<file path="src/rtl/uart_tx_param.sv">
// Parametrised UART transmitter with a 1-entry holding register and valid/ready input.
// Define UART_TX_PARITY_EN to add the parity_odd port and a parity bit after the data bits.
module uart_tx_param #(
    parameter int DATA_BITS = 8,
    parameter int STOP_BITS = 1
) (
    input  logic                 clk,
    input  logic                 rst_n,
    input  logic                 baud_tick,
    input  logic                 tx_valid,
    input  logic [DATA_BITS-1:0] tx_data,
    output logic                 tx_ready,
`ifdef UART_TX_PARITY_EN
    input  logic                 parity_odd,
`endif
    output logic                 tx,
    output logic                 busy,
    output logic                 done
);
    localparam int CNT_W = $clog2(DATA_BITS);

`ifdef UART_TX_PARITY_EN
    typedef enum logic [2:0] {IDLE, START, DATA, PARITY, STOP} state_t;
`else
    typedef enum logic [2:0] {IDLE, START, DATA, STOP} state_t;
`endif

    state_t               state;
    state_t               state_n;
    logic [DATA_BITS-1:0] shift;
    logic [DATA_BITS-1:0] shift_n;
    logic [DATA_BITS-1:0] hold;
    logic                 hold_full;
    logic [CNT_W-1:0]     bit_cnt;
    logic [CNT_W-1:0]     bit_cnt_n;
    logic                 stop_cnt;
    logic                 stop_cnt_n;
    logic                 load;
    logic                 accept;
    logic                 tx_n;
    logic                 done_n;
`ifdef UART_TX_PARITY_EN
    logic                 hold_odd;
    logic                 par_bit;
`endif

    // Handshake: a word transfers on any clk edge where tx_valid & tx_ready; tx_ready
    // means the holding register is empty and is forced low while reset is asserted.
    assign tx_ready = ~rst_n & ~hold_full;
    assign accept   = tx_valid & tx_ready;
    assign busy     = (state != IDLE) | hold_full;

    always_ff @(posedge clk) begin
        if (rst_n) begin
            state     <= IDLE;
            shift     <= '0;
            hold      <= '0;
            hold_full <= 1'b0;
            bit_cnt   <= '0;
            stop_cnt  <= 1'b0;
            tx        <= 1'b1;
            done      <= 1'b0;
`ifdef UART_TX_PARITY_EN
            hold_odd  <= 1'b0;
            par_bit   <= 1'b0;
`endif
        end else begin
            state    <= state_n;
            shift    <= shift_n;
            bit_cnt  <= bit_cnt_n;
            stop_cnt <= stop_cnt_n;
            tx       <= tx_n;
            done     <= done_n;
            if (accept) begin
                hold <= tx_data;
`ifdef UART_TX_PARITY_EN
                hold_odd <= parity_odd;
`endif
            end
            // A transfer in the same cycle as a load refills the register it just freed.
            if (accept) begin
                hold_full <= 1'b1;
            end else if (load) begin
                hold_full <= 1'b0;
            end
`ifdef UART_TX_PARITY_EN
            if (load) begin
                par_bit <= (^hold) ^ hold_odd;
            end
`endif
        end
    end

    always_comb begin
        state_n    = state;
        shift_n    = shift;
        bit_cnt_n  = bit_cnt;
        stop_cnt_n = stop_cnt;
        load       = 1'b0;
        done_n     = 1'b0;
        if (baud_tick) begin
            case (state)
                IDLE: begin
                    if (hold_full) begin
                        load    = 1'b1;
                        state_n = START;
                    end
                end
                START: begin
                    state_n   = DATA;
                    bit_cnt_n = '0;
                end
                DATA: begin
                    if (bit_cnt == CNT_W'(DATA_BITS - 1)) begin
`ifdef UART_TX_PARITY_EN
                        state_n = PARITY;
`else
                        state_n = STOP;
`endif
                        stop_cnt_n = 1'b0;
                    end else begin
                        shift_n   = shift >> 1;
                        bit_cnt_n = bit_cnt + 1'b1;
                    end
                end
`ifdef UART_TX_PARITY_EN
                PARITY: begin
                    state_n    = STOP;
                    stop_cnt_n = 1'b0;
                end
`endif
                STOP: begin
                    if (stop_cnt == 1'(STOP_BITS - 1)) begin
                        done_n = 1'b1;
                        // Chain straight into the next start bit when a word is waiting.
                        if (hold_full) begin
                            load    = 1'b1;
                            state_n = START;
                        end else begin
                            state_n = IDLE;
                        end
                    end else begin
                        stop_cnt_n = stop_cnt + 1'b1;
                    end
                end
                default: state_n = IDLE;
            endcase
        end
        if (load) begin
            shift_n = hold;
        end
    end

    // Line level is decoded from the next state so the registered tx moves with the FSM.
    always_comb begin
        tx_n = 1'b1;
        case (state_n)
            START:  tx_n = 1'b0;
            DATA:   tx_n = shift_n[0];
`ifdef UART_TX_PARITY_EN
            PARITY: tx_n = par_bit;
`endif
            default: tx_n = 1'b1;
        endcase
    end

endmodule

</file>
<file path="config.mk">
export PLATFORM = sky130hd
export DESIGN_NAME = uart_tx_param
export DESIGN_NICKNAME = d
export VERILOG_FILES = /design/src/rtl/uart_tx_param.sv
export SDC_FILE = /design/constraint.sdc
export NUM_CORES = 1
export LEC_CHECK = 0
export ABC_AREA = 1
export CAP_MARGIN = 10
export CORE_AREA = 8 8 56 58
export DETAILED_ROUTE_END_ITERATION = 10
export DIE_AREA = 0 0 64 66
export MAX_ROUTING_LAYER = met4
export PLACE_DENSITY = 0.83
export SLEW_MARGIN = 20
export SYNTH_ARGS = -nofsm -noshare
export SYNTH_HDL_FRONTEND = slang
export SYNTH_SLANG_ARGS = --single-unit
</file>
<file path="constraint.sdc">
create_clock -name clk -period 2.1 [get_ports clk]
set_input_delay 0.315 -clock clk [delete_from_list [all_inputs] [get_ports clk]]
set_output_delay 0.315 -clock clk [all_outputs]
set_load 0.03 [all_outputs]
</file>
==> Word level (Yosys, flattened, before mapping) <==
Index checks and enable logic that the tools add are counted.
{ "word_totals": {"reg_bits": 26, "input_bits": 12, "out_inout_bits": 4, "elab_cells": 61} }
{ "classes": {"addsub": 2, "eq_ne": 9, "n_mux": 23, "n_bitwise": 7, "n_reduce_logical": 11} }
{ "op_table": {"columns": ["cell", "n"], "rows": [
  ["8-bit two-way mux", 4],
  ["3-bit two-way mux", 5],
  ["3-bit case mux with 4 select lines", 1],
  ["2-bit nonzero test", 5],
  ["3-bit by 2-bit == test with 1-bit output (second input constant)", 3],
  ["1-bit two-way mux", 9],
  ["3-bit AND reduction", 3],
  ["3-bit by 1-bit == test with 1-bit output (second input constant)", 2],
  ["2-bit != test (second input constant)", 3],
  ["1-bit case mux with 2 select lines", 3],
  ["3-bit case mux with 2 select lines", 1],
  ["1-bit NOT", 4],
  ["3-bit by 1-bit adder with 3-bit output (second input constant)", 1],
  ["3-bit == test (second input constant)", 1],
  ["3-bit logical NOT", 1],
  ["3-bit nonzero test", 1],
  ["3-bit OR reduction", 1],
  ["1-bit AND", 2],
  ["1-bit adder (second input constant)", 1],
  ["1-bit bitwise OR", 1]
]} }

==> Logic depth before layout (Yosys ltp) <==
{ "logic_depth": {"depth_word": 6, "ltp_mapped": 10, "ltp_nobuf": 10} }

==> Worst setup path before layout <==
OpenSTA, ideal clock, no wires.
{ "synth_path": {"kind": "register to register", "startpoint": "reg hold_full", "endpoint": "reg hold[7]", "setup_time_ps": 123, "arrival_ps": 1382, "required_ps": 1977, "path_slack_ps": 596, "stages_incl_launch_ff": 5, "n_path_buf": 0, "period_less_slack_ps": 1504, "cell_sequence": "dfxtp_1 nor2_1 nand2_1 inv_1 o21ai_0"} }
{ "synth_between": {"elab_chain_cells": 3} }
{ "synth_lines": {"columns": ["element", "line_no", "text"], "rows": [
  ["start: declaration", "33", "logic hold_full;"],
  ["start signal: assignment", "58", "hold_full <= 1'b0;"],
  ["start signal: assignment", "82", "hold_full <= 1'b1;"],
  ["start signal: assignment", "84", "hold_full <= 1'b0;"],
  ["1-bit NOT", "49", "assign tx_ready = ~rst_n & ~hold_full;"],
  ["1-bit AND", "49", null],
  ["net tx_ready", "12", "output logic tx_ready,"],
  ["1-bit AND", "50", "assign accept = tx_valid & tx_ready;"],
  ["end signal: assignment", "75", "hold <= tx_data;"],
  ["end: declaration", "32", "logic [DATA_BITS-1:0] hold;"]
]} }
The timed path passes the listed nets, and every way through them passes these cells.
A chain may end at the register's enable or synchronous reset.

==> Final worst setup path <==
{ "layout_path": {"startpoint": "reg state[1]", "endpoint": "out busy"} }
{ "layout_between": {"elab_chain_cells": 2} }
{ "layout_lines": {"columns": ["element", "line_no", "text"], "rows": [
  ["start: declaration", "28", "state_t state;"],
  ["start signal: assignment", "68", "state <= state_n;"],
  ["3-bit nonzero test", "51", "assign busy = (state != IDLE) | hold_full;"],
  ["1-bit bitwise OR", "51", null],
  ["end: declaration", "17", "output logic busy,"]
]} }
Every way passes these cells.

==> impl_metrics.ini <==
[yosys]
syn_area_um2 = 1140
synth.distinct_cells = 25
synth-edff-count = 0
synth_ff_type = dfxtp_1
ys_warn_count = 0
synth_seq_cells = 25
syn_area_per_cell_um2 = 7.93
synth.net_count = 158
synth-seq-area-share = 0.438
synthArstFlopShare = 0
syn_inst = 144

[sta]
worst_pin_slew_ns = 0.437
relSlewSlack = 0.708
setup_viol_count_final = 0
skew_ns = 0.000843
rsz0062_at_grt = no
post-route-min-period_ns = 1.99
fin_hold_ws_ns = 0.479
slew_viol_final = 0
finalHoldViolCount = 0
max_freq_ghz = 0.501
tns_ns = 0
timing.final.crit_share = 0.950

[worst_setup_path]
cp_slowest_cell = clkdlybuf4s50_1
end_kind = output pin
path_cells = inv_2 -> nand3b_1 -> clkdlybuf4s50_1
crit_family = buffers and inverters
cp_max_fo = 6
start_kind = flop
cp.buffers_inverters = 2
slowest_delay_ns = 0.67
worstPathRequired_ns = 1.78
critPathArrivalTime_ns = 1.68
worstSetupPathType = reg -> out

[floorplan]
die-area_um2 = 4220
io_pins = 16
die_h_um = 66
coreArea_um2 = 2320
start_util = 0.492
rows = 18
die_w_um = 64

[cells_and_area]
nNetsFinal = 176
drive_above_1_share = 0.143
diodes = 0
area_growth_pct = 17.5

[flow_run]
cap_violations = 0

[clocking]
ctsHoldBuffers = 0
path_clk_slew_ns = 0.12
post_cts_resized = 0
clock_latency_ns = 0.31
cts_sinks = 25
cts_root_buffer = clkbuf_4
postCtsSetupRepairBufs = 0
clk_path_buf_depth = 2
cts_tree = built
cts_buffers = 3
htreeDepth = 1

[routing]
antenna_left = 0
highest_layer = met4
wl_met3_um = 93
vias = 1060
vias_per_cell = 5.55
drt-total-wl_um = 2390
first_pass_iters = 4
avgRoutedWirePerCell_um = 12.5
drt_drc_violations_left = 0
route.met2.wl_um = 1200
dr.first_iter.drc_count = 63
m1WireLength_um = 1040

[global_route]
grt_overflow = 0
grtUsageTotal = 0.124
antenna_found_initial = 0
grt_start_max_net_pins = 17
grt_pass1_vias = 1075
grt_pass1_wl_um = 4230

[power_and_ir_drop]
p_total_uw = 881
power_leakage_nw = 0.585
powerDensity_nw_per_um2 = 657
vdd_drop_max_uv = 449

[placement]
place_congestion = 0.814
dp_hpwl_um = 1830
port_buffers = 15

[outcome]
status = complete, no violations

[min_path]
min_path_type = reg -> reg
## tightest hold or removal path, stage by stage (launching register included)
cell     delay [ns]
dfxtp_1        0.34
nand3_1        0.07
nand2_1        0.04
## sequential cells by signal, summed over array words and instances, names as in the netlist
register,count
hold,8
shift,8
bit_cnt,3
state,3
done,1
hold_full,1
tx,1
## layout by cell type (no fill, tap or decap), types with 4 or more instances in the layout
master,count
clkdlybuf4s50_1,14
a31oi_1,6
nand2_1,27
nand4_1,9
inv_1,13
a21oi_1,5
dfxtp_1,25
buf_4,4
nand3_1,23
nor2_1,6
## area by class of cell
class / instances / area, um^2
multi-input combinational: 98 / 548
sequential: 25 / 500
fill: 221 / 977
timing repair buffer: 18 / 170
tap: 30 / 37.5
clock buffer: 4 / 26.3
inverter: 16 / 60.1
## synth_stat cells, types with 2 or more instances
library cell  count  area share
buf_2             3       0.013
o21ai_1           3       0.013
a31oi_1           6       0.033
nand2_4           2       0.020
nand2_1          27       0.089
nand2_2           2       0.011
nand3_2           3       0.026
inv_1            13       0.043
ha_1              2       0.022
o21ai_0           2      0.0088
nor2_1            6       0.020
nand3_1          23        0.10
a21oi_1           5       0.022
dfxtp_1          25        0.44
inv_2             3      0.0099
nand4_2           2       0.022
nand4_1           9       0.049
## through the flow
stage | setup WS [ns] | cell area (um^2) | util | cells
6_report | 0.106 | 1340 | 0.579 | 191
5_1_grt | 0.0430 | 1340 | 0.579 | 191
4_1_cts | 0.102 | 1340 | 0.579 | 191
3_5_place_dp | 0.299 | 1320 | 0.567 | 187
3_3_place_gp | 0.336 | 1320 | 0.567 | 187
2_1_floorplan | 0.596 | 1140 | - | 144
## layer usage
layer / track usage / vias to the layer above
met1: 0.121 / 484
li1: - / 529
met3: 0.0288 / 9
met2: 0.225 / 38
met5: - / -
met4: 0.0641 / 0
## power breakdown
group / switching, mW / total (mW) / internal, mW
registers: 0.0182 / 0.518 / 0.500
clock network: 0.133 / 0.208 / 0.0742
logic: 0.0912 / 0.155 / 0.0641
## cells by family (layout without fill, tap and decap cells)
| kind of cell | Yosys count | count (layout) | synth area share |
|---|---|---|---|
| AO/OA/AOI/OAI | 18 | 18 | 0.0953 |
| AND/OR/NAND/NOR | 78 | 78 | 0.363 |
| flip-flops | 25 | 25 | 0.438 |
| adder cells (fa/ha/maj) | 2 | 2 | 0.0219 |
| buffers and inverters | 21 | 38 | 0.0821 |
## path summary, 6_finish.rpt
| check | from | to | slack (ns) | cells past startpoint |
|---|---|---|---|---|
| setup / recovery | state[1]$_SDFF_PP0_ | busy | 0.11 | 3 |
| hold / removal | hold[5]$_SDFFE_PP0P_ | hold[5]$_SDFFE_PP0P_ | 0.48 | 2 |
| setup reg to reg | bit_cnt[0]$_SDFFE_PP0P_ | bit_cnt[0]$_SDFFE_PP0P_ | 0.37 | 8 |
| hold reg to reg | hold[5]$_SDFFE_PP0P_ | hold[5]$_SDFFE_PP0P_ | 0.48 | 2 |
Note: power is estimated with default switching activity, not from simulation.
